==> src/rtl/j4_slot_sched.sv <==
// rtl/j4_slot_sched.sv - j4 thread-slot scheduler: taskexec vectors, slot lifecycle, kill pulses
// Optional watchdog build: define J4_SLOT_WDOG_EN (counter width set by WDOG_W).
module j4_slot_sched #(
    parameter int WDOG_W = 16
) (
    input  logic        clk,
    input  logic        reset,
    input  logic        io_rd,
    input  logic        io_wr,
    input  logic [15:0] mem_addr,
    input  logic [15:0] dout,
    input  logic [1:0]  io_slot,
    output logic [15:0] rd_data,
    output logic [3:0]  kill_slot_rq
);

    typedef enum logic [1:0] {
        IDLE    = 2'd0,
        ARMED   = 2'd1,
        RUNNING = 2'd2
    } slot_state_t;

    // Stage-1 copies of the core IO bus
    logic        rd_s1;
    logic        wr_s1;
    logic [15:0] addr_s1;
    logic [15:0] dout_s1;
    logic [1:0]  slot_s1;

    // Per-slot lifecycle and entry vectors (slot 0 has neither)
    slot_state_t state_q  [1:3];
    slot_state_t state_n  [1:3];
    logic [15:0] taskexec_q [1:3];
    logic [15:0] taskexec_n [1:3];

    logic [3:1]  wr_te;
    logic        rd_te;
    logic        rd_stat;
    logic        rd_slot;
    logic        wr_kill;
    logic [3:0]  self_bit;
    logic [3:1]  sw_kill;
    logic [3:1]  wdog_hit;
    logic [3:1]  kill_mask;
    logic [3:1]  timeout_flags;
    logic [15:0] status;
    logic [3:0]  kill_q;

    // Register the bus; address is zeroed when no strobe so idle cycles decode nothing
    always_ff @(posedge clk) begin
        if (reset) begin
            rd_s1   <= 1'b0;
            wr_s1   <= 1'b0;
            addr_s1 <= '0;
            dout_s1 <= '0;
            slot_s1 <= '0;
        end else begin
            rd_s1   <= io_rd;
            wr_s1   <= io_wr;
            addr_s1 <= (io_rd || io_wr) ? mem_addr : 16'd0;
            dout_s1 <= dout;
            slot_s1 <= io_slot;
        end
    end

    // One-hot address decode qualified by the matching strobe
    always_comb begin
        wr_te    = wr_s1 ? addr_s1[10:8] : 3'b000;
        rd_te    = rd_s1 && addr_s1[14];
        rd_stat  = rd_s1 && addr_s1[11];
        rd_slot  = rd_s1 && addr_s1[15];
        wr_kill  = wr_s1 && addr_s1[14];
        self_bit = 4'b0001 << slot_s1;
        sw_kill  = 3'b000;
        if (wr_kill) begin
            // Supervisor kills by mask; any other slot can only yield itself
            sw_kill = (slot_s1 == 2'd0) ? dout_s1[3:1] : self_bit[3:1];
        end
        kill_mask = sw_kill | wdog_hit;
    end

    // Slot next state: kill applies first, a taskexec write then overrides it
    always_comb begin
        for (int n = 1; n <= 3; n++) begin
            state_n[n]    = state_q[n];
            taskexec_n[n] = taskexec_q[n];
            if (kill_mask[n]) begin
                state_n[n]    = IDLE;
                taskexec_n[n] = 16'd0;
            end
            if (wr_te[n]) begin
                taskexec_n[n] = dout_s1;
                state_n[n]    = (dout_s1 != 16'd0) ? ARMED : IDLE;
            end else if (!kill_mask[n] && rd_te && (slot_s1 == n[1:0]) && (state_q[n] == ARMED)) begin
                state_n[n] = RUNNING;
            end
        end
    end

    // Slot state, taskexec and the registered kill pulse
    always_ff @(posedge clk) begin
        if (reset) begin
            for (int n = 1; n <= 3; n++) begin
                state_q[n]    <= IDLE;
                taskexec_q[n] <= 16'd0;
            end
            kill_q <= 4'd0;
        end else begin
            for (int n = 1; n <= 3; n++) begin
                state_q[n]    <= state_n[n];
                taskexec_q[n] <= taskexec_n[n];
            end
            kill_q <= {kill_mask, 1'b0};
        end
    end

    assign kill_slot_rq = kill_q;

`ifdef J4_SLOT_WDOG_EN
    logic [WDOG_W-1:0] reload_q;
    logic [WDOG_W-1:0] cnt_q [1:3];
    logic [3:1]        io_from;
    logic [3:1]        timeout_q;
    logic              unused_bits;

    assign unused_bits = ^{addr_s1[13:12], addr_s1[6:0]};

    // A running slot times out when its counter runs down without any IO of its own
    always_comb begin
        for (int n = 1; n <= 3; n++) begin
            io_from[n]  = (rd_s1 || wr_s1) && (slot_s1 == n[1:0]);
            wdog_hit[n] = (reload_q != '0) && (state_q[n] == RUNNING) &&
                          !io_from[n] && (cnt_q[n] <= WDOG_W'(1));
        end
    end

    // Reload value, per-slot counters and sticky timeout flags
    always_ff @(posedge clk) begin
        if (reset) begin
            reload_q  <= '1;
            timeout_q <= 3'b000;
            for (int n = 1; n <= 3; n++) cnt_q[n] <= '0;
        end else begin
            if (wr_s1 && addr_s1[7] && (slot_s1 == 2'd0))
                reload_q <= WDOG_W'(dout_s1);
            timeout_q <= ((rd_stat && (slot_s1 == 2'd0)) ? 3'b000 : timeout_q) | wdog_hit;
            for (int n = 1; n <= 3; n++) begin
                if ((state_n[n] == RUNNING) && ((state_q[n] != RUNNING) || io_from[n]))
                    cnt_q[n] <= reload_q;
                else if ((state_q[n] == RUNNING) && (cnt_q[n] != '0))
                    cnt_q[n] <= cnt_q[n] - 1'b1;
            end
        end
    end

    assign timeout_flags = timeout_q;
`else
    localparam int unused_wdog_w = WDOG_W;
    logic          unused_bits;

    assign unused_bits   = ^{addr_s1[13:12], addr_s1[7:0]};
    assign wdog_hit      = 3'b000;
    assign timeout_flags = 3'b000;
`endif

    // Read mux: OR of every selected source, zero when nothing is selected
    always_comb begin
        status  = {7'd0, timeout_flags, state_q[3], state_q[2], state_q[1]};
        rd_data = 16'd0;
        if (rd_te) begin
            case (slot_s1)
                2'd1:    rd_data = taskexec_q[1];
                2'd2:    rd_data = taskexec_q[2];
                2'd3:    rd_data = taskexec_q[3];
                default: rd_data = 16'd0;
            endcase
        end
        if (rd_stat)
            rd_data = rd_data | status;
        if (rd_slot)
            rd_data = rd_data | {14'd0, slot_s1};
    end

endmodule

==> config.mk <==
export PLATFORM = sky130hd
export DESIGN_NAME = j4_slot_sched
export DESIGN_NICKNAME = d
export VERILOG_FILES = /design/src/rtl/j4_slot_sched.sv
export SDC_FILE = /design/constraint.sdc
export NUM_CORES = 1
export LEC_CHECK = 0
export BUFFER_PORTS_ARGS = -buffer_cell sky130_fd_sc_hd__buf_2
export CORE_MARGIN = 2
export CORE_UTILIZATION = 58
export DETAILED_ROUTE_END_ITERATION = 7
export PLACE_DENSITY_LB_ADDON = 0.2
export SLEW_MARGIN = 40
export SYNTH_ARGS = -nofsm -noshare
export SYNTH_HDL_FRONTEND = slang
export SYNTH_SLANG_ARGS = --single-unit
==> constraint.sdc <==
create_clock -name clk -period 5.3 [get_ports clk]
set_clock_uncertainty 0.1 [all_clocks]
set_input_delay 0.265 -clock clk [delete_from_list [all_inputs] [get_ports clk]]
set_output_delay 0.265 -clock clk [all_outputs]
set_load 0.02 [all_outputs]
==> results of run 1 <==
## per-stage QoR
stage          hold WS [ns]  utilization (%)  power [mW]  worst slack (ns)
3_5_place_dp          0.355             64.5       0.745              2.91
6_report             0.0104             71.2        1.25              2.55
4_1_cts            0.000683             70.6        1.26              2.60
5_1_grt             0.00982             71.2        1.30              2.37
2_1_floorplan         0.293                -       0.722              3.41
3_3_place_gp          0.350             64.4       0.743              2.54
## path summary, 6_finish.rpt
path,end,cells past startpoint,slack [ns]
setup / recovery,rd_data[0],6,2.55
hold / removal,dout_s1[7],2,0.01
setup reg to reg,state_q[0][6],4,2.90
hold reg to reg,taskexec_q[0][52],1,0.38
## area by class of cell
class                   count  share of cell area, %
flip-flops and latches     83                   45.7
multi-input cells         175                   35.8
repair buffers             58                   9.49
clock buffers              10                   3.78
clock inverters             6                   2.61
well taps                  70                   2.41
inverters                   2                  0.206
## registers in the layout, indices dropped and copies added, names as in the netlist
name,count
slot_s1,2
wr_s1,1
state_q,6
taskexec_q,48
rd_s1,1
addr_s1,6
dout_s1,16
kill_slot_rq,3
## cell usage in the layout, fill, tap and decap left out, types with 3 or more instances in the layout
master         instances
a22o_1                50
nand3_1                4
nor2b_1               30
dlygate4sd3_1         10
nor4_1                 4
dfxtp_1               81
o21ai_0                6
nor2_1                18
a22oi_1               16
and2_1                 4
nand2_1                6
a32o_1                 3
clkbuf_8              10
mux2_2                16
buf_2                 46
## power breakdown
part / switching (mW) / internal (mW) / leakage [nW]
sequential: 0.0241 / 0.642 / 0.677
combinational: 0.0366 / 0.0351 / 0.669
clock: 0.232 / 0.283 / 0.117
total: 0.293 / 0.960 / 1.46
## metal layers
metal | vias to the layer above | global-route usage (%) | share of wire (%)
li1 | 1131 | - | -
met1 | 1149 | 32.3 | 43
met2 | 82 | 39.5 | 48
met3 | 13 | 9.41 | 7.3
met4 | 0 | 6.18 | 1.6
met5 | - | 0 | 0
## kinds of logic (layout without fill, tap and decap cells)
| logic type | count (synthesis) | in the layout | share of synthesized area, % |
|---|---|---|---|
| buf+inv | 24 | 76 | 4.31 |
| mux | 16 | 16 | 5.86 |
| other cells | 1 | 1 | 0.122 |
| compound gates | 83 | 83 | 22.1 |
| simple gates | 75 | 75 | 13.6 |
| flops | 83 | 83 | 54.0 |
==> run_results.csv, run 1 <==
group,metric,value,unit
cells_and_area,fin_area,3640,sq um
cts,cts_root_buffer,"clkbuf_8",
synthesis,seq_area_frac_synth,54.0,%
synthesis,async_flop_share,0,%
sta,max_slew_margin,49.2,%
synthesis,synth_top_area_share,54.0,%
synthesis,synth-edff-count,0,
route,post_drt_wl_per_cell,17.1,um
die,dieArea,5900,sq um
cts,hold_buffers,8,
cts,numCtsBuffers,9,
synthesis,synth_cells,282,
synthesis,yosysUniqueCellTypes,34,
synthesis,synth_common_cells,"dfxtp_1 (83), a22o_1 (50), nor2b_1 (30), nor2_1 (18)",
global_routing,antenna_found_initial,0,
pwr,power.leakage,1.46,nW
die,ios,58,
die,dieHeight,76.8,um
sta,timing.fmax,364,MHz
cts,insertion_delay,0.36,ns
worst_setup_path,path_buf_inv,3,
synthesis,avgSynthCellArea,10.9,sq um
worst_setup_path,critPathRequiredTime,4.93,ns
cts,tritoncts,"built",
worst_setup_path,startpoint,"slot_s1[1]",
placement,globalplace.congestion,0.799,
pwr,powerDensity,345,nW/um^2
cts,htree_levels,3,
route,postRouteAntennaNets,0,
cts,post_cts_buffers,0,
route,first_iter_violations,168,
worst_setup_path,cp_data_arrival_time,2.38,ns
cells_and_area,area_growth,18.3,%
worst_setup_path,slowest_delay,0.69,ns
cells_and_area,n_fill_cell,399,
synthesis,yosysWarnings,0,
sta,rsz0062_at_grt,"false",
die,core_area,5110,sq um
die,row_count,26,
placement,placed_cell_area,3290,sq um
synthesis,ys_ff_latch,83,
global_routing,grt_overflow,0,
job,maxCapViolCount,0,
cells_and_area,final_cell_count_no_fill,404,
cells_and_area,multi_input_area,1300,sq um
cells_and_area,seqCellArea,1660,sq um
sta,period_minus_slack,2.75,ns
sta,post-route-period-util,51.9,%
synthesis,synthFlopType,"dfxtp_1",
synthesis,syn_area,3080,sq um
cells_and_area,fin_nets,367,
synthesis,yosys.area.top_type,"dfxtp_1",
cells_and_area,drive_gt1_share,25.7,%
route,drc,0,
route,finalWirelength,6.90,mm
sta,final-setup-viol-count,0,
die,die_w,76.8,um
synthesis,synthMostInstantiatedCell,"dfxtp_1",
worst_setup_path,critPathMaxFanout,22,
min_path,hold_path_class,"in2reg",
cts,cts.path.max_buffers,2,
worst_setup_path,worstReg2RegStart,"slot_s1[1]",
worst_setup_path,cp_top_family,"flip-flops",
worst_setup_path,critPathLaunchType,"flop",
route,drtPass1Iterations,4,
sta,finalHoldViolCount,0,
worst_setup_path,cp_slowest_cell,"dfxtp_2",
run_status,status,"complete, no violations",
route,vias_per_cell,5.88,
global_routing,grt_pass1_wl,11.4,mm
sta,fin_tns_setup,0,ns
pwr,max-vdd-ir-drop,0.288,mV
cells_and_area,antenna_cells,0,
die,initial_core_util,60.2,%
placement,placed_cells,378,
sta,slew_violations,0,
global_routing,grt_pass1_vias,2351,
global_routing,track_usage,24.9,%
placement,dp_hpwl,4.20,mm
placement,io_buffers,46,
cts,ctsResizeCount,0,
cts,cts_sinks,83,
global_routing,grt_max_degree,29,
worst_setup_path,path_class,"reg2out",
cts,path_clk_slew,0.08,ns
min_path,hold_start,"dout[7]",
synthesis,syn_nets,320,
synthesis,synth_area_leaders,"dfxtp_1 (54%), a22o_1 (14%), nor2b_1 (6.1%)",
sta,worst_slew_pin_slew,0.762,ns
worst_setup_path,crit_chain,"inv_2, nor2_1, buf_4, a22oi_1, o21ai_0, buf_2",
route,num_vias,2375,
worst_setup_path,end_kind,"output port",
Power figures use the tool's default switching activity.
==> run 2: changes to the inputs <==
- CORE_UTILIZATION: 58 -> 54
- clock period: 5.3 -> 2.84 ns (I/O delays scaled with it)
==> run 2 against run 1 <==
- hold slack better by 0.15 ns
- utilization decreased by 1.8 points
- sequential share of layout area shrank 2.3 points
- clock power grew 83%
- die area up 7.0%
- global-route usage shrank 0.35 points
==> run_results.csv, run 2 (synthesis gave the netlist of run 1 again) <==
group,metric,value,unit
global_routing,grt_pass1_vias,2328,
route,finalWirelength,7.15,mm
cells_and_area,final_cell_count_no_fill,426,
cts,insertion_delay,0.35,ns
global_routing,grt_pass1_wl,11.8,mm
cells_and_area,final_common_cell,"dfxtp_1",
route,first_iter_violations,293,
cts,cts_root_buffer,"clkbuf_8",
route,vias_per_cell,5.77,
global_routing,antenna_found_initial,0,
route,num_vias,2457,
cts,numCtsBuffers,9,
route,drc,0,
worst_setup_path,critPathMaxFanout,10,
worst_setup_path,slowest_delay,0.58,ns
cts,cts_sinks,83,
sta,timing.fmax,407,MHz
worst_setup_path,critPathRequiredTime,2.60,ns
placement,dp_hpwl,4.40,mm
cells_and_area,seqCellArea,1660,sq um
cells_and_area,largest_reg_flops,48,
sta,worst_slew_pin_slew,0.817,ns
worst_setup_path,reg2reg_to,"state_q[0][6]",
sta,period_minus_slack,2.46,ns
global_routing,grt_overflow,0,
route,post_drt_wl_per_cell,16.8,um
worst_setup_path,cp_common_cell,"nor2_1",
placement,io_buffers,46,
cells_and_area,regMostFlops,"taskexec_q",
global_routing,use_met2,35.7,%
worst_setup_path,crit_end,"rd_data[15]",
worst_setup_path,worstReg2RegStart,"slot_s1[1]",
cts,tritoncts,"built",
cells_and_area,top_regs,"taskexec_q x48, dout_s1 x16",
worst_setup_path,critPathLaunchType,"flop",
worst_setup_path,crit_chain,"inv_2, nor2_1, buf_4, a22oi_1, nor2_1, buf_2",
placement,placed_cell_area,3340,sq um
global_routing,grt.met3_usage,4.19,%
sta,rsz0062_at_grt,"false",
job,maxCapViolCount,0,
cells_and_area,area_growth,24.2,%
cells_and_area,fin_area,3820,sq um
placement,globalplace.congestion,0.801,
pwr,power.leakage,1.54,nW
global_routing,grt_most_used_layer,"met1",
die,initial_core_util,55.9,%
pwr,max-vdd-ir-drop,0.385,mV
worst_setup_path,path_class,"reg2out",
die,dieHeight,79.5,um
cells_and_area,n_fill_cell,411,
route,postRouteAntennaNets,0,
worst_setup_path,r2r_slack,0.55,ns
sta,final-setup-viol-count,0,
global_routing,grt.met1_usage,36.0,%
cells_and_area,mostFrequentLayoutCells,"dfxtp_1 (83), a22o_1 (50), buf_2 (46)",
sta,post-route-period-util,86.6,%
worst_setup_path,rr_worst_depth,5,
cts,path_clk_slew,0.09,ns
min_path,hold_path_class,"in2reg",
global_routing,track_usage,24.6,%
cts,cts.path.max_buffers,2,
die,core_area,5510,sq um
cells_and_area,antenna_cells,0,
die,row_count,27,
worst_setup_path,crit_cells,6,
sta,finalHoldViolCount,0,
run_status,status,"complete, no violations",
global_routing,grt_max_degree,29,
sta,slew_violations,0,
worst_setup_path,path_buf_inv,3,
placement,placed_cells,384,
sta,max_slew_margin,45.5,%
worst_setup_path,cp_slowest_cell,"dfxtp_1",
sta,fin_tns_setup,0,ns
cells_and_area,fin_nets,387,
die,dieArea,6320,sq um
worst_setup_path,cp_data_arrival_time,2.22,ns
die,ios,58,
worst_setup_path,end_kind,"output port",
pwr,powerDensity,612,nW/um^2
cells_and_area,multi_input_area,1300,sq um
cells_and_area,drive_gt1_share,24.9,%
cts,htree_levels,3,
die,die_w,79.5,um
worst_setup_path,cp_top_family,"simple AND/OR/NAND/NOR gates",
worst_setup_path,startpoint,"slot_s1[1]",
min_path,hold_path_depth,2,
route,drtPass1Iterations,4,
==> run 2: cell count changes in the layout (fill, tap and decap cells not counted), sizes merged <==
cell	change
inv	-2
clkinvlp	+2
dlygate4sd3	+16
buf	+4
==> run 2: worst min-delay path by stage <==
stage | from | to
final | reset | dout_s1[11]
after global routing | reset | dout_s1[11]
after CTS | reset | dout_s1[9]
after detailed placement | dout[14] | dout_s1[14]
after global placement | dout[6] | dout_s1[6]
after floorplan | mem_addr[10] | addr_s1[10]
==> run 2: metrics by stage <==
stage          hold slack [ns]  power, mW  setup WS [ns]  util, %
2_1_floorplan            0.170       1.35           1.08        -
3_3_place_gp             0.251       1.39          0.660     60.3
6_report                 0.161       2.34          0.380     69.4
4_1_cts                  0.149       2.35          0.386     69.4
5_1_grt                  0.193       2.42          0.245     69.4
3_5_place_dp             0.254       1.40          0.632     60.6
==> run 2: report_power, final <==
group	leakage [nW]	internal [mW]	total [mW]	switching (mW)
combinational	0.755	0.0828	0.164	0.0814
clock	0.108	0.519	0.941	0.422
sequential	0.677	1.20	1.23	0.0362
==> run 2: layout make-up <==
cell class,count,area share (%)
well taps,72,2.36
inverters,2,0.196
clock inverters,6,2.32
clock buffers,10,3.60
multi-input cells,175,34.0
flip-flops and latches,83,43.5
repair buffers,78,14.0
==> run 2: what timing repair did <==
item / in CTS / in global routing
setup endpoints to repair: 0 / 0
gates resized for setup: 0 / 0
buffers inserted: 0 / 0
endpoints found under the hold margin: 26 / 0
hold buffers: 26 / 0
==> run 2: routing by layer <==
metal / part of all wire (%) / wire length [um]
met3: 5.8 / 414
met5: 0 / 0
met1: 47 / 3320
met4: 1.5 / 107
met2: 46 / 3300
==> run 3: changes to the inputs <==
- CORE_UTILIZATION: 54 -> 35
==> run 3 against run 2 <==
- maximum frequency is 11% higher
- sequential share of layout area is 0.20 points lower
- utilization is 25 points lower
- highest routed layer unchanged
- combinational power is 4% higher
- sequential cell count stayed put
- clock power is 12% lower
- final cell count is 8.5% higher
- largest power group unchanged
- critical path type unchanged
- hold slack better by 0.015 ns
- sequential power hardly changed
- critical path depth is 1 higher
- register-to-register slack better by 0.24 ns
==> run_results.csv, run 3 (synthesis gave the netlist of run 1 again) <==
group,metric,value,unit
worst_setup_path,critPathRequiredTime,2.60,ns
route,drtPass1Iterations,4,
sta,finalHoldViolCount,0,
route,drc,0,
worst_setup_path,cp_slowest_cell,"dfxtp_1",
cells_and_area,fin_area,3840,sq um
die,dieHeight,97.8,um
die,ios,58,
cts,path_clk_slew,0.08,ns
job,maxCapViolCount,0,
cts,numCtsBuffers,9,
cells_and_area,fin_nets,388,
cts,tritoncts,"built",
cells_and_area,regMostFlops,"taskexec_q",
die,initial_core_util,35.6,%
cells_and_area,drive_gt1_share,24.9,%
cts,htree_levels,3,
global_routing,grt_max_degree,29,
pwr,power.leakage,1.52,nW
global_routing,grt_pass1_vias,2379,
route,met3WireLength,356,um
die,core_area,8640,sq um
sta,period_minus_slack,2.22,ns
cells_and_area,area_growth,24.8,%
worst_setup_path,r2r_slack,0.79,ns
pwr,powerDensity,581,nW/um^2
route,highest_layer,"met4",
sta,timing.fmax,450,MHz
cts,cts_root_buffer,"clkbuf_8",
route,finalWirelength,7.69,mm
die,dieArea,9560,sq um
worst_setup_path,end_kind,"output port",
placement,io_buffers,46,
worst_setup_path,critPathLaunchType,"flop",
cells_and_area,final_common_cell,"dfxtp_1",
cells_and_area,largest_reg_flops,48,
worst_setup_path,cp_common_cell,"buf_4",
sta,max_slew_margin,44.1,%
run_status,status,"complete, no violations",
sta,slew_violations,0,
worst_setup_path,slowest_delay,0.36,ns
sta,rsz0062_at_grt,"false",
route,num_vias,2413,
die,die_w,97.8,um
sta,worst_slew_pin_slew,0.839,ns
worst_setup_path,cp_data_arrival_time,1.98,ns
sta,fin_tns_setup,0,ns
cells_and_area,mostFrequentLayoutCells,"dfxtp_1 (83), a22o_1 (50), buf_2 (46)",
placement,dp_hpwl,4.74,mm
global_routing,grt_overflow,0,
global_routing,track_usage,16.3,%
pwr,max-vdd-ir-drop,0.403,mV
placement,placed_cell_area,3390,sq um
route,postRouteAntennaNets,0,
die,row_count,34,
min_path,hold_path_class,"in2reg",
cts,post_cts_buffers,0,
route,dr_wl_met2,3.51,mm
cells_and_area,antenna_cells,0,
sta,final-setup-viol-count,0,
worst_setup_path,path_class,"reg2out",
global_routing,grt_pass1_wl,12.3,mm
worst_setup_path,critPathMaxFanout,16,
cts,cts.path.max_buffers,2,
placement,globalplace.congestion,0.687,
route,wl_met1,3.72,mm
sta,post-route-period-util,78.3,%
route,first_iter_violations,155,
global_routing,antenna_found_initial,0,
placement,place_ws,0.787,ns
cells_and_area,top_regs,"taskexec_q x48, dout_s1 x16",
cts,insertion_delay,0.34,ns
route,vias_per_cell,5.22,
cts,cts_sinks,83,
route,post_drt_wl_per_cell,16.6,um
sta,fin_ws,0.617,ns
worst_setup_path,crit_chain,"buf_4, inv_2, nor2_1, buf_4, a22oi_1, o21ai_0, buf_2",
-- run 3: cell type report --
| type | count | area (sq um) |
|---|---|---|
| clock inverter | 6 | 67.6 |
| fill | 827 | 4800 |
| tap | 108 | 135 |
| multi-input combinational | 175 | 1300 |
| inverter | 2 | 7.51 |
| timing repair buffer | 79 | 543 |
| clock buffer | 9 | 124 |
| sequential | 83 | 1660 |
-- run 3: path summary, 6_finish.rpt --
kind	start	end	cells past startpoint
max	slot_s1[1]	rd_data[3]	7
min	reset	dout_s1[6]	2
max reg2reg	slot_s1[1]	taskexec_q[0][50]	6
min reg2reg	taskexec_q[0][54]	taskexec_q[0][54]	1
-- run 3: metal layers --
| layer | global-route usage (%) | up-vias |
|---|---|---|
| met3 | 2.65 | 9 |
| met5 | 0 | - |
| met4 | 5.88 | 0 |
| met1 | 22.2 | 1170 |
| li1 | - | 1174 |
| met2 | 26.3 | 60 |
-- run 3: where the power goes --
group | internal (mW) | switching (mW) | leakage (nW)
combinational | 0.0845 | 0.0858 | 0.760
sequential | 1.20 | 0.0335 | 0.677
clock | 0.401 | 0.428 | 0.0796
-- run 3: what timing repair did --
action / CTS / global route
endpoints found under the setup margin: 0 / 0
hold buffers: 26 / 0
resized for setup: 0 / 0
hold endpoints to repair: 26 / 0
-- run 3: worst max-delay path: cells and delay by family, from the launching register on --
| family | cells | cell delay (ns) |
|---|---|---|
| buffers and inverters | 4 | 0.82 |
| flip-flops | 1 | 0.36 |
| AND/OR/NAND/NOR | 1 | 0.12 |
| AO/OA/AOI/OAI | 2 | 0.33 |
-- run 3: per-stage QoR --
step / power [mW] / utilization, % / std cells / hold WS [ns]
2_1_floorplan: 1.35 / - / 282 / 0.170
6_report: 2.23 / 44.5 / 462 / 0.176
4_1_cts: 2.24 / 44.5 / 462 / 0.166
5_1_grt: 2.31 / 44.5 / 462 / 0.214
3_5_place_dp: 1.40 / 39.2 / 421 / 0.254
3_3_place_gp: 1.40 / 39.1 / 421 / 0.251
